## config.mk

```make
export PLATFORM = sky130hd
export DESIGN_NAME = key_capture
export DESIGN_NICKNAME = d
export VERILOG_FILES = /design/src/rtl/key_capture_pkg.sv /design/src/rtl/key_debounce_ch.sv /design/src/rtl/key_capture.sv
export SDC_FILE = /design/constraint.sdc
export NUM_CORES = 1
export LEC_CHECK = 0
export CAP_MARGIN = 30
export CORE_MARGIN = 5
export CORE_UTILIZATION = 58
export CTS_BUF_LIST = sky130_fd_sc_hd__clkbuf_16
export DETAILED_ROUTE_END_ITERATION = 7
export PLACE_DENSITY = 0.8
export SYNTH_ARGS = -nofsm -noshare
export SYNTH_HDL_FRONTEND = slang
export SYNTH_SLANG_ARGS = --single-unit
```

## constraint.sdc

```tcl
create_clock -name clk -period 2.21 [get_ports clk]
set_clock_uncertainty 0.2 [all_clocks]
set_input_delay 0.442 -clock clk [delete_from_list [all_inputs] [get_ports clk]]
set_output_delay 0.442 -clock clk [all_outputs]
set_load 0.02 [all_outputs]
```

## src/rtl/key_capture_pkg.sv

```systemverilog
// key_capture shared definitions.
// Board defaults and counter sizing helper.
package key_capture_pkg;

  localparam int DEBOUNCE_20MS_50MHZ = 1_000_000;
  localparam int N_KEYS_EBAZ = 2;

  // Bits needed to hold 0..cyc.
  function automatic int cnt_w(input int cyc);
    return $clog2(cyc + 1);
  endfunction

endpackage

```

## src/rtl/key_debounce_ch.sv

```systemverilog
// One key channel: polarity fix, 2-flop sync,
// stability counter and accepted-level edges.
module key_debounce_ch
  import key_capture_pkg::*;
#(
  parameter int DEBOUNCE_CYC = DEBOUNCE_20MS_50MHZ,
  parameter int ACTIVE_LOW   = 1
) (
  input  logic clk,
  input  logic rst,
  input  logic key_pin,
  output logic lvl,
  output logic rise,
  output logic fall
);

  localparam int CW = cnt_w(DEBOUNCE_CYC);
  localparam logic [CW-1:0] CNT_MAX =
    CW'(DEBOUNCE_CYC - 1);
  localparam logic INV = (ACTIVE_LOW != 0);

  logic          sync1_q, sync1_d;
  logic          sync2_q, sync2_d;
  logic          lvl_q, lvl_d;
  logic [CW-1:0] cnt_q, cnt_d;

  // Normalise to pressed=1, then synchronise.
  always_comb begin
    sync1_d = key_pin ^ INV;
    sync2_d = sync1_q;
  end

  // Accept a new level after enough stable cycles.
  always_comb begin
    lvl_d = lvl_q;
    cnt_d = '0;
    if (sync2_q == lvl_q) begin
      cnt_d = '0;
    end else if (cnt_q == CNT_MAX) begin
      lvl_d = sync2_q;
      cnt_d = '0;
    end else begin
      cnt_d = cnt_q + 1'b1;
    end
  end

  // Channel state registers.
  always_ff @(posedge clk) begin
    if (rst) begin
      sync1_q <= 1'b0;
      sync2_q <= 1'b0;
      lvl_q   <= 1'b0;
      cnt_q   <= '0;
    end else begin
      sync1_q <= sync1_d;
      sync2_q <= sync2_d;
      lvl_q   <= lvl_d;
      cnt_q   <= cnt_d;
    end
  end

  // Edges come from the next level so the
  // flags land on the same edge as lvl.
  assign lvl  = lvl_q;
  assign rise = lvl_d & ~lvl_q;
  assign fall = ~lvl_d & lvl_q;

endmodule

```

## src/rtl/key_capture.sv

```systemverilog
// Debounced key capture with sticky press/release
// flags, edge-triggered clear and summary irq.
module key_capture
  import key_capture_pkg::*;
#(
  parameter int N_KEYS       = N_KEYS_EBAZ,
  parameter int DEBOUNCE_CYC = DEBOUNCE_20MS_50MHZ,
  parameter int ACTIVE_LOW   = 1
) (
  input  logic              clk,
  input  logic              rst,
  input  logic [N_KEYS-1:0] key_pin,
  input  logic [N_KEYS-1:0] evt_clr,
  output logic [N_KEYS-1:0] key_level,
  output logic [N_KEYS-1:0] evt_press,
  output logic [N_KEYS-1:0] evt_release,
  output logic              irq
);

  logic [N_KEYS-1:0] rise, fall;
  logic [N_KEYS-1:0] clr_edge;
  logic [N_KEYS-1:0] evt_clr_q, evt_clr_d;
  logic [N_KEYS-1:0] press_q, press_d;
  logic [N_KEYS-1:0] release_q, release_d;
  logic              irq_q, irq_d;

  for (genvar i = 0; i < N_KEYS; i++) begin : g_ch
    key_debounce_ch #(
      .DEBOUNCE_CYC (DEBOUNCE_CYC),
      .ACTIVE_LOW   (ACTIVE_LOW)
    ) u_ch (
      .clk     (clk),
      .rst     (rst),
      .key_pin (key_pin[i]),
      .lvl     (key_level[i]),
      .rise    (rise[i]),
      .fall    (fall[i])
    );
  end

  // Sticky flags; a new event beats a clear.
  always_comb begin
    evt_clr_d = evt_clr;
    clr_edge  = evt_clr & ~evt_clr_q;
    press_d   = rise | (press_q & ~clr_edge);
    release_d = fall | (release_q & ~clr_edge);
    irq_d     = |{press_d, release_d};
  end

  // Flag and irq registers.
  always_ff @(posedge clk) begin
    if (rst) begin
      evt_clr_q <= '0;
      press_q   <= '0;
      release_q <= '0;
      irq_q     <= 1'b0;
    end else begin
      evt_clr_q <= evt_clr_d;
      press_q   <= press_d;
      release_q <= release_d;
      irq_q     <= irq_d;
    end
  end

  assign evt_press   = press_q;
  assign evt_release = release_q;
  assign irq         = irq_q;

endmodule

```

==> run metrics, run 1 <==
Leak 0.793 nW; number of buffers created by CTS 5; H-tree depth 2; FP Rows 22; Async SR Flop Fraction 0%; Synth top cells by count dfxtp_1 (53), nor2_1 (34), xnor2_1 (20); Die X 73.0 um; first-pass GRT wire length 7.40 mm; Hold Crit Start g_ch[1].u_ch.sync1_q; CP peak stage delay 0.48 ns; Distinct cells, synth 36; number of global-route vias before repair 1,678; Synth warnings 0; DRT iter0 DRCs 133; vias per inst 5.53; largest area contributor in the netlist dfxtp_1; Top FF cell, synth dfxtp_1; part of the Yosys area used for sequential elements 46.2%; GP Congestion 0.761; final wirelength 4.33 mm; Psw 0.000354 W; nets 293; R2R depth 5; core area 3740 um^2; DR vias 1,848; placed cell count 325; Max clock buf depth 2; XOR/XNOR Fraction of Synth Area 9.91%; Final Hold Violating Endpoints 0; Synth Area in Simple Gates 29.8%; Adder-Cell Fraction of Synth Area 1.09%; IO Port Bufs 12; CTS tree yes; syn_nets 272; antenna viol nets, final 0; Worst-Skew Late Latency 0.29 ns; Cell Area, Synth 2300 um^2; CP max-delay cell or4_1; Max VDD drop 0.461 mV; Worst Path Arrival 2.10 ns; CP max FO 5; Slew Viols, Final 0; Post-Layout Cell Count 334; critical path depth in cells 5; Syn Area/Cell 8.71 um^2; power share of the clock group 42.9%; Tot Pwr 0.00175 W; Int Pwr 0.00139 W; DRC viols 0; crit-path leading delay family simple AND/OR/NAND/NOR gates; Critical Path Start Type register; Hold Path Class register to register; crit end category register; Hold Crit Depth 1; Buffers & Inverters on Critical Path 0; post-synthesis mux area share 0%; WS Path Type register to register; initial antenna violation count 0; setup tns final 0 ns; Util after Layout 71.8%; Die Span Y 73.0 um; Antenna diodes 0; most common cell in the netlist dfxtp_1; Final Cycle Share 93.9%; largest family of logic cells by synthesized area simple AND/OR/NAND/NOR gates; register share of total power 55.2%; die area 5320 um^2; final setup vio count 0; EDFF count, synth 0; WL/cell 13.0 um; Sw Share 20.3%; WP data required 2.23 ns; IO Count 13; Post-CTS Hold Buffers 0; Layout area overhead 16.9%; Clock Sinks 53; Detailed Place HPWL 2.84 mm; RSZ-0062 raised after global routing false; compound-cell area share of the yosys netlist 9.25%; fmax 0.482 GHz; Worst Tran Pin Value 0.487 ns; Synth Register Bits 53; Overflow after GRT 0; power per cell area 651 nW/um^2; Final min period 2.08 ns; status finished clean; worst reg2reg setup slack 0.13 ns; maxcap violations 0; Syn Inst Count 264; Rel. slew slack 67.2%; critical-path cell list ha_1, nand2_1, or3_4, or4_1, a21oi_1; root buffer cell clkbuf_16; Initial Util 61.4%; layout cells sized above 1 10.5%; Pre-antenna DRT Iters 4; r2r startpoint g_ch[1].u_ch.cnt_q[0]; Comb power frac 1.9%; Worst setup startpoint g_ch[1].u_ch.cnt_q[0]; All-Layer GR Usage 17.5%; top cells by area, synth dfxtp_1 (46%), xnor2_1 (7.6%), nor2_1 (5.6%); pin count of the biggest net entering global routing 21; Clk pin slew, worst setup/hold paths 0.07 ns; top cell type's share of synthesized area 46.2%
[sequential cells by signal, indices dropped and copies added, names as in the netlist]
name               cells
g_ch.u_ch.cnt_q       40
evt_clr_q              2
evt_press              2
evt_release            2
g_ch.u_ch.lvl          2
g_ch.u_ch.sync1_q      2
g_ch.u_ch.sync2_q      2
irq                    1
[power groups by stage]
stage	Sequential [W]	Clock (W)	Combinational [W]
floorplan	0.000985	0	0.0000164
CTS	0.000964	0.000768	0.0000314
finish	0.000964	0.000750	0.0000332
global placement	0.000986	0	0.0000301
detailed placement	0.000986	0	0.0000304
global route	0.000964	0.000803	0.0000371
[final timing paths]
path,end
worst max register to register,g_ch[1].u_ch.cnt_q[18]
worst min-delay path,g_ch[1].u_ch.sync2_q
worst min register to register,g_ch[1].u_ch.sync2_q
worst max-delay path,g_ch[1].u_ch.cnt_q[18]
[cell families after synthesis]
| logic type | after synthesis |
|---|---|
| AND/OR/NAND/NOR | 127 |
| flip-flops | 53 |
| AO/OA/AOI/OAI | 37 |
| XOR/XNOR | 26 |
| buffers and inverters | 19 |
| adder cells (fa/ha/maj) | 2 |
[final cells by class]
class,instances,area (um^2)
flip-flops and latches,53,1060
well taps,48,60.1
clock buffers,5,125
clock inverters,3,17.5
multi-input cells,192,1170
inverters,9,33.8
repair buffers,24,218
fillers,284,1060
[per-layer routing]
metal,GRT usage (%),wire length (um)
met5,0,0
met4,6.76,110
met3,4.27,124
met2,30.0,2180
met1,21.1,1920
[what timing repair did]
action	4_1_cts	5_1_grt
gates cloned	0	1
resized for setup	1	9
pin swaps	0	0
setup buffers	0	0
setup endpoints to repair	5	22
hold endpoints to repair	0	0
[worst register-to-register path: stages, from the launching register on]
cell and delay [ns]:
dfxtp_1 0.39, ha_1 0.23, nand2_1 0.15, or3_4 0.43, or4_1 0.48, a21oi_1 0.14
[stage by stage]
step                      area [um^2]  setup slack, ns  hold WS (ns)
after detailed placement         2510          0.00238         0.226
final                            2690            0.134         0.240
after global placement           2510           0.0953         0.218
after floorplan                  2300            0.198         0.214
after global routing             2690          0.00623         0.267
after CTS                        2650           0.0431         0.242
[placed cells by master (no fill, tap or decap), drive strengths merged, types with 2 or more instances in the layout]
cell type	count
nor4b	2
or3b	2
clkdlybuf4s50	12
nand4	2
nand2	18
clkbuf	5
nand2b	5
o31ai	6
or4	9
xor2	6
buf	12
and4	2
a21o	2
nand3	19
o21ai	9
or3	10
nor4	8
clkinv	3
nor2	34
ha	2
nand4b	2
a21oi	18
dfxtp	53
xnor2	20
nor2b	4
inv	9
nor3	6
Power figures use the tool's default switching activity.
==> run 2: changes to the inputs <==
--- a/config.mk
+++ b/config.mk
@@ -7,10 +7,10 @@
 export LEC_CHECK = 0
 export CAP_MARGIN = 30
 export CORE_MARGIN = 5
-export CORE_UTILIZATION = 58
+export CORE_UTILIZATION = 55
 export CTS_BUF_LIST = sky130_fd_sc_hd__clkbuf_16
 export DETAILED_ROUTE_END_ITERATION = 7
-export PLACE_DENSITY = 0.8
+export PLACE_DENSITY = 0.76
 export SYNTH_ARGS = -nofsm -noshare
 export SYNTH_HDL_FRONTEND = slang
 export SYNTH_SLANG_ARGS = --single-unit
==> run 2 against run 1 <==
Net effect: sequential share of layout area shrank 0.60 points; utilization shrank 3.9 points; wire length shrank 2.1%; register-to-register slack is essentially flat; non-clock buffer count shrank 2; sequential power is essentially flat; die area grew 4.7%; maximum frequency grew 0.24%; critical path depth is the same; combinational power is essentially flat; clock-buffer cell count is the same.
==> run metrics, run 2 (synthesized netlist as in run 1, its figures left out) <==
number of global-route vias before repair 1,710; fmax 0.483 GHz; Worst Tran Pin Value 0.423 ns; status finished clean; WS Path Type register to register; final setup margin 0.139 ns; layout cells sized above 1 11.3%; DR vias 1,844; worst slack, placed 0.0176 ns; crit end category register; Layout area overhead 18.9%; Overflow after GRT 0; DRC viols 0; pin count of the biggest net entering global routing 21; number of buffers created by CTS 5; Pre-antenna DRT Iters 4; Antenna diodes 0; most flop-heavy register g_ch.u_ch.cnt_q; Fillers 330; commonest cells after routing, fill and taps aside dfxtp_1 (51), nor2_1 (34), xnor2_1 (20); CP peak stage delay 0.58 ns; All-Layer GR Usage 16.8%; Detailed Place HPWL 2.84 mm; CP max FO 5; nets 291; Final min period 2.07 ns; CP max-delay cell or4_4; Slew Viols, Final 0; first-pass GRT wire length 7.42 mm; power per cell area 725 nW/um^2; Leak 0.814 nW; critical-path cell list ha_2, nand2_1, or4_4, or3_1, a21oi_1; Worst Path Arrival 2.09 ns; IO Port Bufs 12; Final Hold Violating Endpoints 0; WP data required 2.23 ns; DRT iter0 DRCs 59; Max clock buf depth 2; FP Rows 23; root buffer cell clkbuf_16; setup tns final 0 ns; Die X 74.6 um; Hold Path Class register to register; WL/cell 12.7 um; CTS tree yes; FF/Latch Area 1060 um^2; final instance area 2730 um^2; multi-input logic area 1180 um^2; Initial Util 57.0%; Clk pin slew, worst setup/hold paths 0.07 ns; Rel. slew slack 71.5%; Die Span Y 74.6 um; H-tree depth 2; IO Count 13; final wirelength 4.24 mm; Critical Path Start Type register; RSZ-0062 raised after global routing false; final setup vio count 0; Fin Hold WS 0.246 ns; Worst-Skew Late Latency 0.29 ns; Post-DP Area 2520 um^2; GP Congestion 0.836; Max VDD drop 0.413 mV; most common cell after layout, fill and taps aside dfxtp_1; antenna viol nets, final 0; max reg flops 40; core area 4030 um^2; Clock Sinks 53; vias per inst 5.52; maxcap violations 0; die area 5570 um^2; Tot Pwr 0.00198 W; Final Cycle Share 93.7%; initial antenna violation count 0
## run 2: cell type report
type	count	area share, %
sequential	53	38.9
tap	50	2.29
clock buffer	5	4.58
inverter	9	1.24
multi-input combinational	192	43.0
clock inverter	3	2.38
timing repair buffer	22	7.60
## run 2: what timing repair did
action | 4_1_cts | 5_1_grt
setup buffers | 0 | 0
endpoints found under the setup margin | 16 | 23
gates resized for setup | 1 | 8
pin swaps | 0 | 0
cloned | 0 | 0
hold buffers | 0 | 0
## run 2: path summary, 6_finish.rpt
check | startpoint | to | slack (ns) | depth (start not counted)
max | g_ch[0].u_ch.cnt_q[1] | evt_release[0] | 0.14 | 5
min | g_ch[1].u_ch.sync1_q | g_ch[1].u_ch.sync2_q | 0.25 | 1
max reg2reg | g_ch[0].u_ch.cnt_q[1] | evt_release[0] | 0.14 | 5
min reg2reg | g_ch[1].u_ch.sync1_q | g_ch[1].u_ch.sync2_q | 0.25 | 1
## run 2: report_power, final
part           total [W]  internal, W  switching (W)
clock network   0.000983     0.000646       0.000337
logic          0.0000334    0.0000172      0.0000163
registers       0.000964     0.000961     0.00000297
total            0.00198      0.00162       0.000356
## run 2: per-layer routing
metal / global-route usage [%] / up-vias / share of wire (%)
met5: 0 / - / 0
met3: 4.27 / 6 / 4.3
li1: - / 961 / -
met1: 22.1 / 854 / 48
met4: 5.93 / 0 / 1.3
met2: 26.9 / 23 / 46
## run 2: metrics by stage
stage	cells	utilization [%]
after CTS	334	67.2
after global routing	334	67.9
after global placement	326	62.5
final	334	67.9
after detailed placement	326	62.5
after floorplan	264	-
## run 2: worst max-delay path: cells and delay by family, from the launching register on
kind | cells | cell delay, ns
AOI/OAI and AO/OA | 1 | 0.15
and+or+nand+nor | 3 | 1.11
DFF | 1 | 0.35
adders and majority gates | 1 | 0.20
